===== config.mk =====
export PLATFORM = sky130hd
export DESIGN_NAME = stepper_phase_decoder
export DESIGN_NICKNAME = d
export VERILOG_FILES = /design/src/rtl/stepper_phase_decoder.sv
export SDC_FILE = /design/constraint.sdc
export NUM_CORES = 1
export LEC_CHECK = 0
export ABC_AREA = 1
export CELL_PAD_IN_SITES_DETAIL_PLACEMENT = 0
export CELL_PAD_IN_SITES_GLOBAL_PLACEMENT = 2
export CORE_MARGIN = 5
export CORE_UTILIZATION = 41
export CTS_CLUSTER_DIAMETER = 100
export CTS_CLUSTER_SIZE = 20
export DETAILED_ROUTE_END_ITERATION = 8
export DONT_BUFFER_PORTS = 1
export PLACE_DENSITY_LB_ADDON = 0.1
export SYNTH_ARGS = -nofsm -noshare
export SYNTH_HDL_FRONTEND = slang
export SYNTH_SLANG_ARGS = --single-unit
export TNS_END_PERCENT = 1

===== constraint.sdc =====
create_clock -name clk -period 9.9 [get_ports clk]
set_input_delay 1.485 -clock clk [delete_from_list [all_inputs] [get_ports clk]]
set_output_delay 1.485 -clock clk [all_outputs]
set_load 0.01 [all_outputs]

===== src/rtl/stepper_phase_decoder.sv =====
// stepper_phase_decoder
//
// Receive-side decoder for a four-coil stepper drive. It watches the coil
// lines {jb1,jb2,jb3,jb4}, recovers half/full-step motion from the phase
// sequence, and reports a signed position, direction, step strobe and sticky
// error flags.
//
// Ports:
//   clk          system clock (only clock of the block)
//   reset        asynchronous, active-high reset
//   jb1..jb4     coil lines, asynchronous to clk; pattern = {jb1,jb2,jb3,jb4}
//   clear        synchronous: zero the position
//   err_clr      synchronous: clear err_skip and err_illegal
//   position     signed step count (POS_WIDTH bits)
//   dir          direction of the last accepted step, 1 = forward
//   step_pulse   one-cycle strobe per accepted step
//   phase_idx    index of the last accepted valid phase
//   locked       phase reference established
//   err_skip     sticky: phase jump of 3, 4 or 5 seen
//   err_illegal  sticky: non-table, non-idle pattern accepted
//
// Build option:
//   STEP_DECODER_SAT_EN  when defined, position saturates at the signed limits
//                        instead of wrapping modulo 2^POS_WIDTH.

module stepper_phase_decoder #(
    parameter int POS_WIDTH   = 16,
    parameter int SYNC_STAGES = 2,
    parameter int DEBOUNCE    = 4
) (
    input  logic                        clk,
    input  logic                        reset,
    input  logic                        jb1,
    input  logic                        jb2,
    input  logic                        jb3,
    input  logic                        jb4,
    input  logic                        clear,
    input  logic                        err_clr,
    output logic signed [POS_WIDTH-1:0] position,
    output logic                        dir,
    output logic                        step_pulse,
    output logic [2:0]                  phase_idx,
    output logic                        locked,
    output logic                        err_skip,
    output logic                        err_illegal
);

    localparam int CNT_W = $clog2(DEBOUNCE + 1);
    localparam logic [CNT_W-1:0] CNT_MAX = CNT_W'(DEBOUNCE);

    typedef enum logic {
        ST_UNLOCKED = 1'b0,
        ST_LOCKED   = 1'b1
    } state_t;

    // ------------------------------------------------------------------
    // Synchronizer chain
    // ------------------------------------------------------------------
    logic [SYNC_STAGES-1:0][3:0] sync_q;
    logic [SYNC_STAGES-1:0][3:0] sync_d;

    genvar gi;
    generate
        for (gi = 0; gi < SYNC_STAGES; gi++) begin : g_sync
            if (gi == 0) begin : g_first
                assign sync_d[gi] = {jb1, jb2, jb3, jb4};
            end else begin : g_rest
                assign sync_d[gi] = sync_q[gi-1];
            end
        end
    endgenerate

    logic [3:0] sync_out;
    assign sync_out = sync_q[SYNC_STAGES-1];

    // ------------------------------------------------------------------
    // State
    // ------------------------------------------------------------------
    logic [3:0]                  prev_q, prev_d;     // pattern being timed
    logic [CNT_W-1:0]            cnt_q, cnt_d;       // cycles prev has held
    logic [3:0]                  acc_q, acc_d;       // last accepted pattern
    state_t                      state_q, state_d;
    logic                        locked_q, locked_d;
    logic [2:0]                  phase_idx_q, phase_idx_d;
    logic signed [POS_WIDTH-1:0] position_q, position_d;
    logic                        dir_q, dir_d;
    logic                        step_pulse_q, step_pulse_d;
    logic                        err_skip_q, err_skip_d;
    logic                        err_illegal_q, err_illegal_d;

    // ------------------------------------------------------------------
    // Combinational next state
    // ------------------------------------------------------------------
    logic                        accept;
    logic                        tbl_valid;
    logic [2:0]                  tbl_idx;
    logic [2:0]                  phase_delta;
    logic                        do_step;
    logic signed [POS_WIDTH-1:0] step_amt;
    logic signed [POS_WIDTH-1:0] pos_next;
`ifdef STEP_DECODER_SAT_EN
    logic [POS_WIDTH:0]          pos_sum;
`endif

    always_comb begin
        // Stability counter: restart on any change, saturate at DEBOUNCE.
        prev_d = prev_q;
        cnt_d  = cnt_q;
        if (sync_out != prev_q) begin
            prev_d = sync_out;
            cnt_d  = CNT_W'(1);
        end else if (cnt_q < CNT_MAX) begin
            cnt_d = cnt_q + CNT_W'(1);
        end

        // A stable pattern is accepted once; holding it produces nothing more.
        accept = (cnt_q >= CNT_MAX) && (prev_q != acc_q);
        acc_d  = accept ? prev_q : acc_q;

        tbl_valid = 1'b1;
        tbl_idx   = 3'd0;
        case (prev_q)
            4'b1000: tbl_idx = 3'd0;
            4'b1100: tbl_idx = 3'd1;
            4'b0100: tbl_idx = 3'd2;
            4'b0110: tbl_idx = 3'd3;
            4'b0010: tbl_idx = 3'd4;
            4'b0011: tbl_idx = 3'd5;
            4'b0001: tbl_idx = 3'd6;
            4'b1001: tbl_idx = 3'd7;
            default: tbl_valid = 1'b0;
        endcase

        // 3-bit subtraction gives the forward distance mod 8 directly.
        phase_delta = tbl_idx - phase_idx_q;

        state_d       = state_q;
        locked_d      = locked_q;
        phase_idx_d   = phase_idx_q;
        position_d    = position_q;
        dir_d         = dir_q;
        step_pulse_d  = 1'b0;
        err_skip_d    = err_skip_q & ~err_clr;
        err_illegal_d = err_illegal_q & ~err_clr;
        do_step       = 1'b0;
        step_amt      = '0;

        // Idle (0000) is accepted only to re-arm acceptance; it has no effect.
        if (accept && (prev_q != 4'b0000)) begin
            if (!tbl_valid) begin
                err_illegal_d = 1'b1;
                state_d       = ST_UNLOCKED;
                locked_d      = 1'b0;
            end else if (state_q == ST_UNLOCKED) begin
                phase_idx_d = tbl_idx;
                state_d     = ST_LOCKED;
                locked_d    = 1'b1;
            end else begin
                phase_idx_d = tbl_idx;
                case (phase_delta)
                    3'd1: begin do_step = 1'b1; step_amt = POS_WIDTH'(1);  dir_d = 1'b1; end
                    3'd2: begin do_step = 1'b1; step_amt = POS_WIDTH'(2);  dir_d = 1'b1; end
                    3'd7: begin do_step = 1'b1; step_amt = POS_WIDTH'(-1); dir_d = 1'b0; end
                    3'd6: begin do_step = 1'b1; step_amt = POS_WIDTH'(-2); dir_d = 1'b0; end
                    3'd3, 3'd4, 3'd5: err_skip_d = 1'b1;
                    default: ;
                endcase
            end
        end

`ifdef STEP_DECODER_SAT_EN
        // One guard bit: overflow shows as the two top bits disagreeing.
        pos_sum = {position_q[POS_WIDTH-1], position_q} + {step_amt[POS_WIDTH-1], step_amt};
        if (pos_sum[POS_WIDTH] != pos_sum[POS_WIDTH-1]) begin
            pos_next = pos_sum[POS_WIDTH] ? {1'b1, {(POS_WIDTH-1){1'b0}}}
                                          : {1'b0, {(POS_WIDTH-1){1'b1}}};
        end else begin
            pos_next = pos_sum[POS_WIDTH-1:0];
        end
`else
        pos_next = position_q + step_amt;
`endif

        if (do_step) begin
            position_d   = pos_next;
            step_pulse_d = 1'b1;
        end
        // clear wins over the position update only; dir and pulse still follow the step.
        if (clear) begin
            position_d = '0;
        end
    end

    // ------------------------------------------------------------------
    // Registers
    // ------------------------------------------------------------------
    always_ff @(posedge clk or posedge reset) begin
        if (reset) begin
            sync_q        <= '0;
            prev_q        <= '0;
            cnt_q         <= '0;
            acc_q         <= '0;
            state_q       <= ST_UNLOCKED;
            locked_q      <= 1'b0;
            phase_idx_q   <= '0;
            position_q    <= '0;
            dir_q         <= 1'b0;
            step_pulse_q  <= 1'b0;
            err_skip_q    <= 1'b0;
            err_illegal_q <= 1'b0;
        end else begin
            sync_q        <= sync_d;
            prev_q        <= prev_d;
            cnt_q         <= cnt_d;
            acc_q         <= acc_d;
            state_q       <= state_d;
            locked_q      <= locked_d;
            phase_idx_q   <= phase_idx_d;
            position_q    <= position_d;
            dir_q         <= dir_d;
            step_pulse_q  <= step_pulse_d;
            err_skip_q    <= err_skip_d;
            err_illegal_q <= err_illegal_d;
        end
    end

    assign position    = position_q;
    assign dir         = dir_q;
    assign step_pulse  = step_pulse_q;
    assign phase_idx   = phase_idx_q;
    assign locked      = locked_q;
    assign err_skip    = err_skip_q;
    assign err_illegal = err_illegal_q;

endmodule


## Word-level counts from Yosys, hierarchy flattened

Cells that the tools add are included.

- Register bits: 44
- Output and inout bits: 24
- Logic and storage cells: 78

- $add $sub $neg: 3
- $lt $le $gt $ge: 2
- Eq/ne operators: 18
- Muxes and demuxes: 25
- Bitwise logic cells: 3
- Reduce and logical (&&, ||, !) cells: 14

Operators with widths:

| cell | count |
|---|---|
| 16-bit 2-to-1 mux | 5 |
| 16-bit case mux with 4 select lines | 1 |
| 3-bit case mux with 7 select lines | 1 |
| 16-bit adder | 1 |
| 1-bit 2-to-1 mux | 15 |
| 3-bit == test (second input constant) | 4 |
| 4-bit == test (second input constant) | 3 |
| 4-bit by 2-bit == test with 1-bit output (second input constant) | 2 |
| 4-bit by 3-bit == test with 1-bit output (second input constant) | 2 |
| 4-bit inequality test | 2 |
| 8-bit OR reduction | 1 |
| 3-bit by 2-bit == test with 1-bit output (second input constant) | 2 |
| 3-bit 2-to-1 mux | 2 |
| 2-bit nonzero test | 3 |
| 4-bit by 1-bit == test with 1-bit output (second input constant) | 1 |
| 2-bit AND reduction | 2 |
| 4-bit AND reduction | 1 |
| 4-bit nonzero test | 1 |
| 2-bit OR reduction | 2 |
| 4-bit OR reduction | 1 |
| 3-bit by 1-bit adder with 3-bit output (second input constant) | 1 |
| 3-bit by 1-bit == test with 1-bit output (second input constant) | 1 |
| 3-bit greater-or-equal comparator (second input constant) | 1 |
| 3-bit < comparator (second input constant) | 1 |
| other kinds (7) | 9 |

## Depth between registers and ports, before layout

- Depth in word-level cells: 11
- Depth in mapped cells: 24
- Mapped depth without buffers: 23

## Worst setup path after synthesis

OpenSTA, ideal clock, no wires.

- Kind: reg-to-reg
- Start: reg prev_q[3]
- End: reg position_q[13] (netlist: position[13])
- Library setup time: 0.118 ns
- Arrival time: 3.514 ns
- Required time: 9.782 ns
- Setup slack: 6.269 ns
- Cell stages (with the launch flop): 21
- Path buffers: 1
- Clock period less this slack: 3.631 ns
- Path through: dfrtp_1 buf_4 nor2_1 a211oi_1 inv_1 ha_1 inv_1 fa_1 xnor2_1 nand2_2 nand2_2 nand4_1 nor2_1 ha_1 a21o_1 inv_1 o21ai_0 a211oi_1 nand3_1 nand3_1 nand2_1

- Word-level cells in the longest chain between the ends: 11
- Elaborated cells on any way between the ends: 33
- Those cells by class: add/sub: 2; eq/ne: 13; mux: 12; reduce/logical: 6

Ends and longest elaborated chain:

| item | RTL line | text |
|---|---|---|
| start, declared | 79 | `logic [3:0] prev_q, prev_d;` |
| start signal, assigned | 213 | `prev_q <= prev_d;` |
| 4-bit == test, or another cell as far along | 122 | `case (prev_q)` |
| 3-bit case mux with 7 select lines | 122 |  |
| 3-bit subtractor | 135 | `phase_delta = tbl_idx - phase_idx_q;` |
| 3-bit == test, or another cell as far along | 160 | `case (phase_delta)` |
| 16-bit case mux with 4 select lines | 160 |  |
| 16-bit 2-to-1 mux | 154 | `end else if (state_q == ST_UNLOCKED) begin` |
| 16-bit 2-to-1 mux | 150 | `if (!tbl_valid) begin` |
| 16-bit 2-to-1 mux | 149 | `if (accept && (prev_q != 4'b0000)) begin` |
| 16-bit adder | 181 | `pos_next = position_q + step_amt;` |
| 16-bit 2-to-1 mux | 184 | `if (do_step) begin` |
| 16-bit 2-to-1 mux | 189 | `if (clear) begin` |
| end signal, assigned | 219 | `position_q <= position_d;` |
| end, declared | 85 | `logic signed [POS_WIDTH-1:0] position_q, position_d;` |

Several ways; a longest one is shown, not always the timed one. The select of a mux whose other input is x is not followed.
A chain may end at the register's enable or synchronous reset.

## Worst setup path in the final report

- Start: reg prev_q[3]
- End: reg position_q[15] (netlist: position[15])

Same word-level chain as after synthesis.

==> impl_metrics.prom <==
# TYPE chip_impl_metric gauge
chip_impl_metric{name="holdPathStages",unit=""} 0
chip_impl_metric{name="syn-num-nets",unit=""} 364
chip_impl_metric{name="detail_route.first_pass.iterations",unit=""} 4
chip_impl_info{name="path_class",value="register to register"} 1
chip_impl_metric{name="final_nets",unit=""} 362
chip_impl_metric{name="die_width",unit="um"} 92.3
chip_impl_metric{name="clock_slew_at_the_register_clock_pins_of_the_worst_setup_and_hold_paths",unit="ns"} 0.09
chip_impl_metric{name="route.final.wire_length",unit="mm"} 6.13
chip_impl_metric{name="yosys_warnings",unit=""} 0
chip_impl_metric{name="required",unit="ns"} 10.09
chip_impl_metric{name="first_global_vias",unit=""} 2156
chip_impl_info{name="post_synth_main_area_contributors",value="dfrtp_1 (40%), nand2_1 (11%), ha_1 (8.1%), nand3_1 (4.5%), inv_1 (4.1%)"} 1
chip_impl_metric{name="boundaryPins",unit=""} 32
chip_impl_metric{name="drt_iter0_drc",unit=""} 61
chip_impl_metric{name="timing_max_transition_violations_final",unit=""} 0
chip_impl_metric{name="layout.cell_area.non_filler",unit="sq um"} 2900
chip_impl_info{name="cp-end-kind",value="register"} 1
chip_impl_info{name="ys_dominant_reg_cell",value="dfrtp_1"} 1
chip_impl_metric{name="io_buffers",unit=""} 0
chip_impl_metric{name="cts_num_sinks",unit=""} 44
chip_impl_metric{name="worst_slew_pin_slew",unit="ns"} 0.924
chip_impl_metric{name="wl_per_cell",unit="um"} 14.8
chip_impl_metric{name="syn_area_per_cell",unit="sq um"} 8.27
chip_impl_metric{name="layout-area-overhead-vs-synth",unit="%"} 4.37
chip_impl_metric{name="p_int",unit="W"} 0.000246
chip_impl_info{name="r2r-end",value="position[15]"} 1
chip_impl_metric{name="synth-adder-area-share",unit="%"} 9.55
chip_impl_metric{name="synthMuxAreaShare",unit="%"} 0.405
chip_impl_metric{name="clock_latency",unit="ns"} 0.30
chip_impl_info{name="rsz0062_at_grt",value="no"} 1
chip_impl_metric{name="timing.critical_path.fanout_max",unit=""} 15
chip_impl_metric{name="critical-path-max-stage-delay",unit="ns"} 0.59
chip_impl_metric{name="post_cts.resized_instances",unit=""} 0
chip_impl_metric{name="yosys.area_share.xor_xnor",unit="%"} 5.36
chip_impl_metric{name="rows",unit=""} 30
chip_impl_metric{name="vias",unit=""} 2083
chip_impl_info{name="cts.root.buffer_cell",value="clkbuf_8"} 1
chip_impl_info{name="path_delay_family",value="simple AND/OR/NAND/NOR gates"} 1
chip_impl_metric{name="hold_violations",unit=""} 0
chip_impl_metric{name="synth-edff-count",unit=""} 0
chip_impl_metric{name="fin_setup_tns",unit="ns"} 0
chip_impl_info{name="endpoint_of_the_worst_hold_timing_path",value="sync_out[3]"} 1
chip_impl_metric{name="pwr_density_cell",unit="nW/um^2"} 117
chip_impl_metric{name="initial_antenna_violation_count",unit=""} 0
chip_impl_metric{name="timing.fmax",unit="MHz"} 262
chip_impl_metric{name="switching_component_of_the_power",unit="W"} 0.0000924
chip_impl_metric{name="setup-violations-final",unit=""} 0
chip_impl_metric{name="die_area",unit="sq um"} 8520
chip_impl_metric{name="post_cts_hold_buffer_count",unit=""} 0
chip_impl_metric{name="crit_buf_inv",unit=""} 5
chip_impl_info{name="critPathSlowestCell",value="dfrtp_1"} 1
chip_impl_metric{name="p_leak",unit="nW"} 1.50
chip_impl_metric{name="clock_power_share",unit="%"} 32.8
chip_impl_metric{name="ant_nets",unit=""} 0
chip_impl_metric{name="fin_skew",unit="ns"} 0.00649
chip_impl_metric{name="power.share.switching",unit="%"} 27.3
chip_impl_metric{name="vdd_drop_max",unit="V"} 0.0000668
chip_impl_metric{name="cts_made_buffers",unit=""} 5
chip_impl_info{name="crit_chain",value="nand2_2 > inv_1 > a211oi_1 > inv_1 > ha_1 > inv_1 > fa_1 > xnor2_1 > nand2_2 > nand2_2 > nand4_1 > nor2_1 > buf_4 > ha_1 > a21oi_1 > o21ai_1 > nand2_1 > nand3_1 > nand2_1 > nand2_1 > inv_1 > nand3_1 > nand3_1 > nand2_1"} 1
chip_impl_metric{name="dp.final_hpwl",unit="mm"} 4.69
chip_impl_metric{name="design_power_total",unit="W"} 0.000339
chip_impl_info{name="largest_area_contributor_in_the_synthesized_netlist",value="dfrtp_1"} 1
chip_impl_metric{name="crit_arrival",unit="ns"} 4.00
chip_impl_metric{name="ys_seq_area_share",unit="%"} 39.6
chip_impl_metric{name="pin_count_of_the_biggest_net_entering_global_routing",unit=""} 45
chip_impl_metric{name="seq_power_share",unit="%"} 57.6
chip_impl_metric{name="synth.top_cell.area_share",unit="%"} 39.6
chip_impl_metric{name="min_period",unit="ns"} 3.82
chip_impl_metric{name="syn_inst",unit=""} 336
chip_impl_info{name="synth_top_family_by_area",value="simple AND/OR/NAND/NOR gates"} 1
chip_impl_info{name="outcome",value="completed"} 1
chip_impl_metric{name="fill_cells",unit=""} 703
chip_impl_metric{name="drt-vias-per-instance",unit=""} 5.03
chip_impl_info{name="tritoncts",value="done"} 1
chip_impl_info{name="timing.rr.start",value="prev_q[3]"} 1
chip_impl_info{name="hold_class",value="register to register"} 1
chip_impl_metric{name="place_congestion",unit=""} 0.795
chip_impl_metric{name="multi_input_combinational_cell_area",unit="sq um"} 1470
chip_impl_metric{name="slew_headroom",unit="%"} 38.3
chip_impl_metric{name="mappedNetlistArea",unit="sq um"} 2780
chip_impl_metric{name="cap_violations",unit=""} 0
chip_impl_metric{name="initial_cell_density_of_the_core",unit="%"} 41.6
chip_impl_metric{name="max_buffers_root_to_sink",unit=""} 2
chip_impl_metric{name="cts.repair_timing.setup_buffer_count",unit=""} 0
chip_impl_metric{name="combinationalPowerShare",unit="%"} 9.6
chip_impl_metric{name="synth_compound_gate_area_share",unit="%"} 10.3
chip_impl_metric{name="cts_htree_levels",unit=""} 2
chip_impl_metric{name="fin_worst_hold_slack",unit="ns"} 0.358
chip_impl_metric{name="grt_remaining_overflow",unit=""} 0
chip_impl_info{name="min-delay-start",value="sync_d[7]"} 1
chip_impl_metric{name="grt_usage",unit="%"} 15.7
chip_impl_metric{name="post_synthesis_share_of_cell_area_spent_on_and_or_nand_and_nor_gates",unit="%"} 27.4
chip_impl_metric{name="die_height",unit="um"} 92.3
chip_impl_metric{name="dpl_cell_area",unit="sq um"} 2820
chip_impl_info{name="critPathLaunchType",value="register"} 1
chip_impl_metric{name="timing.reg2reg.worst_path_depth",unit=""} 24
chip_impl_metric{name="drc",unit=""} 0
chip_impl_metric{name="final-seq-area",unit="sq um"} 1100
chip_impl_metric{name="floorplan.core_area",unit="sq um"} 6680
chip_impl_metric{name="asyncSetResetFlopFracSynth",unit="%"} 100
chip_impl_metric{name="synth_cell_types",unit=""} 36
chip_impl_metric{name="drive_above_1_share",unit="%"} 12.0
chip_impl_metric{name="worst-r2r-setup-slack",unit="ns"} 6.08
chip_impl_metric{name="fin_crit_sh",unit="%"} 38.5
chip_impl_metric{name="synth.ff_latch_count",unit=""} 44
chip_impl_metric{name="first_pass_grt_wire_length",unit="mm"} 10.6
chip_impl_metric{name="antenna_cells_inserted",unit=""} 0
[worst reg2reg max path: cells and delay by family, from the launching register on]
kind / cells / cell delay (ns)
DFF: 1 / 0.59
xor gates and xnor gates: 1 / 0.20
adders and majority gates: 3 / 0.88
buffers and inverters: 5 / 0.48
and+or+nand+nor: 12 / 1.12
AOI/OAI and AO/OA: 3 / 0.43
[placed cells by master (no fill, tap or decap), types with 2 or more instances in the layout]
master,synthesis,routed
o21ai_1,10,10
xor2_1,8,8
nor2_8,2,2
inv_1,30,29
nand3_1,25,25
nand2_1,85,85
nor2_2,2,2
clkbuf_8,0,5
nand2_4,3,3
nand3_2,3,3
nor3_1,2,2
a21oi_1,13,13
nand2_2,9,9
a211oi_1,3,3
a21o_1,3,3
nor2_1,23,23
xnor2_1,9,9
inv_2,5,6
ha_1,18,18
o211ai_1,2,2
o21ai_0,12,12
fa_1,2,2
dfrtp_1,44,44
o21ai_2,3,3
[per-layer routing]
metal | global-route usage, % | vias up | part of all wire (%)
met5 | 0 | - | 0
met4 | 5.20 | 0 | 1.5
met3 | 3.25 | 6 | 2.5
met2 | 26.9 | 28 | 51
met1 | 19.6 | 977 | 45
li1 | - | 1072 | -
[final cells by class]
type | instances | area share [%]
multi-input cells | 246 | 50.8
flip-flops and latches | 44 | 38.0
inverters | 36 | 4.75
well taps | 80 | 3.45
clock buffers | 5 | 2.37
clock inverters | 2 | 0.432
repair buffers | 1 | 0.259
[kinds of logic after synthesis]
group	after synthesis
buffers and inverters	46
AND/OR/NAND/NOR	159
flip-flops	44
multiplexers	1
XOR/XNOR	17
adder cells (fa/ha/maj)	20
AO/OA/AOI/OAI	49
[how the worst max path moves through the flow]
| stage | startpoint | end | slack, ns | cells after the start |
|---|---|---|---|---|
| floorplan | prev_q[3] | position[13] | 6.27 | 20 |
| global placement | prev_q[3] | position[15] | 6.12 | 24 |
| detailed placement | prev_q[3] | position[15] | 6.09 | 24 |
| CTS | prev_q[3] | position[15] | 6.05 | 24 |
| global route | prev_q[3] | position[15] | 5.65 | 23 |
| finish | prev_q[3] | position[15] | 6.08 | 24 |
[power groups by stage]
| stage | combinational, W | clock [W] | sequential (W) |
|---|---|---|---|
| after floorplan | 0.0000316 | 0 | 0.000195 |
| after global placement | 0.0000333 | 0 | 0.000199 |
| after detailed placement | 0.0000332 | 0 | 0.000199 |
| after CTS | 0.0000333 | 0.000115 | 0.000195 |
| after global routing | 0.0000374 | 0.000125 | 0.000197 |
| final | 0.0000324 | 0.000111 | 0.000195 |
[flip-flops by register name (all words and copies together), names as in the netlist]
signal       count
cnt_q            3
position        16
state_q          1
locked           1
step_pulse       1
phase_idx        3
sync_out         4
prev_q           4
err_illegal      1
dir              1
err_skip         1
acc_q            4
sync_d           4
[Yosys cell counts, types with 3 or more instances]
library cell	number
xor2_1	8
o21ai_2	3
a21oi_1	13
a21o_1	3
buf_6	3
xnor2_1	9
nor2_1	23
nand3_2	3
dfrtp_1	44
a211oi_1	3
ha_1	18
inv_1	30
nand2_1	85
nand2_2	9
clkbuf_1	5
o21ai_0	12
nand3_1	25
inv_2	5
o21ai_1	10
nand2_4	3
[through the flow]
stage | worst slack (ns) | util [%] | cells
floorplan | 6.27 | - | 336
global placement | 6.12 | 42.2 | 407
detailed placement | 6.09 | 42.2 | 407
CTS | 6.05 | 43.4 | 414
global route | 5.65 | 43.4 | 414
finish | 6.08 | 43.4 | 414
Power figures use the tool's default switching activity.
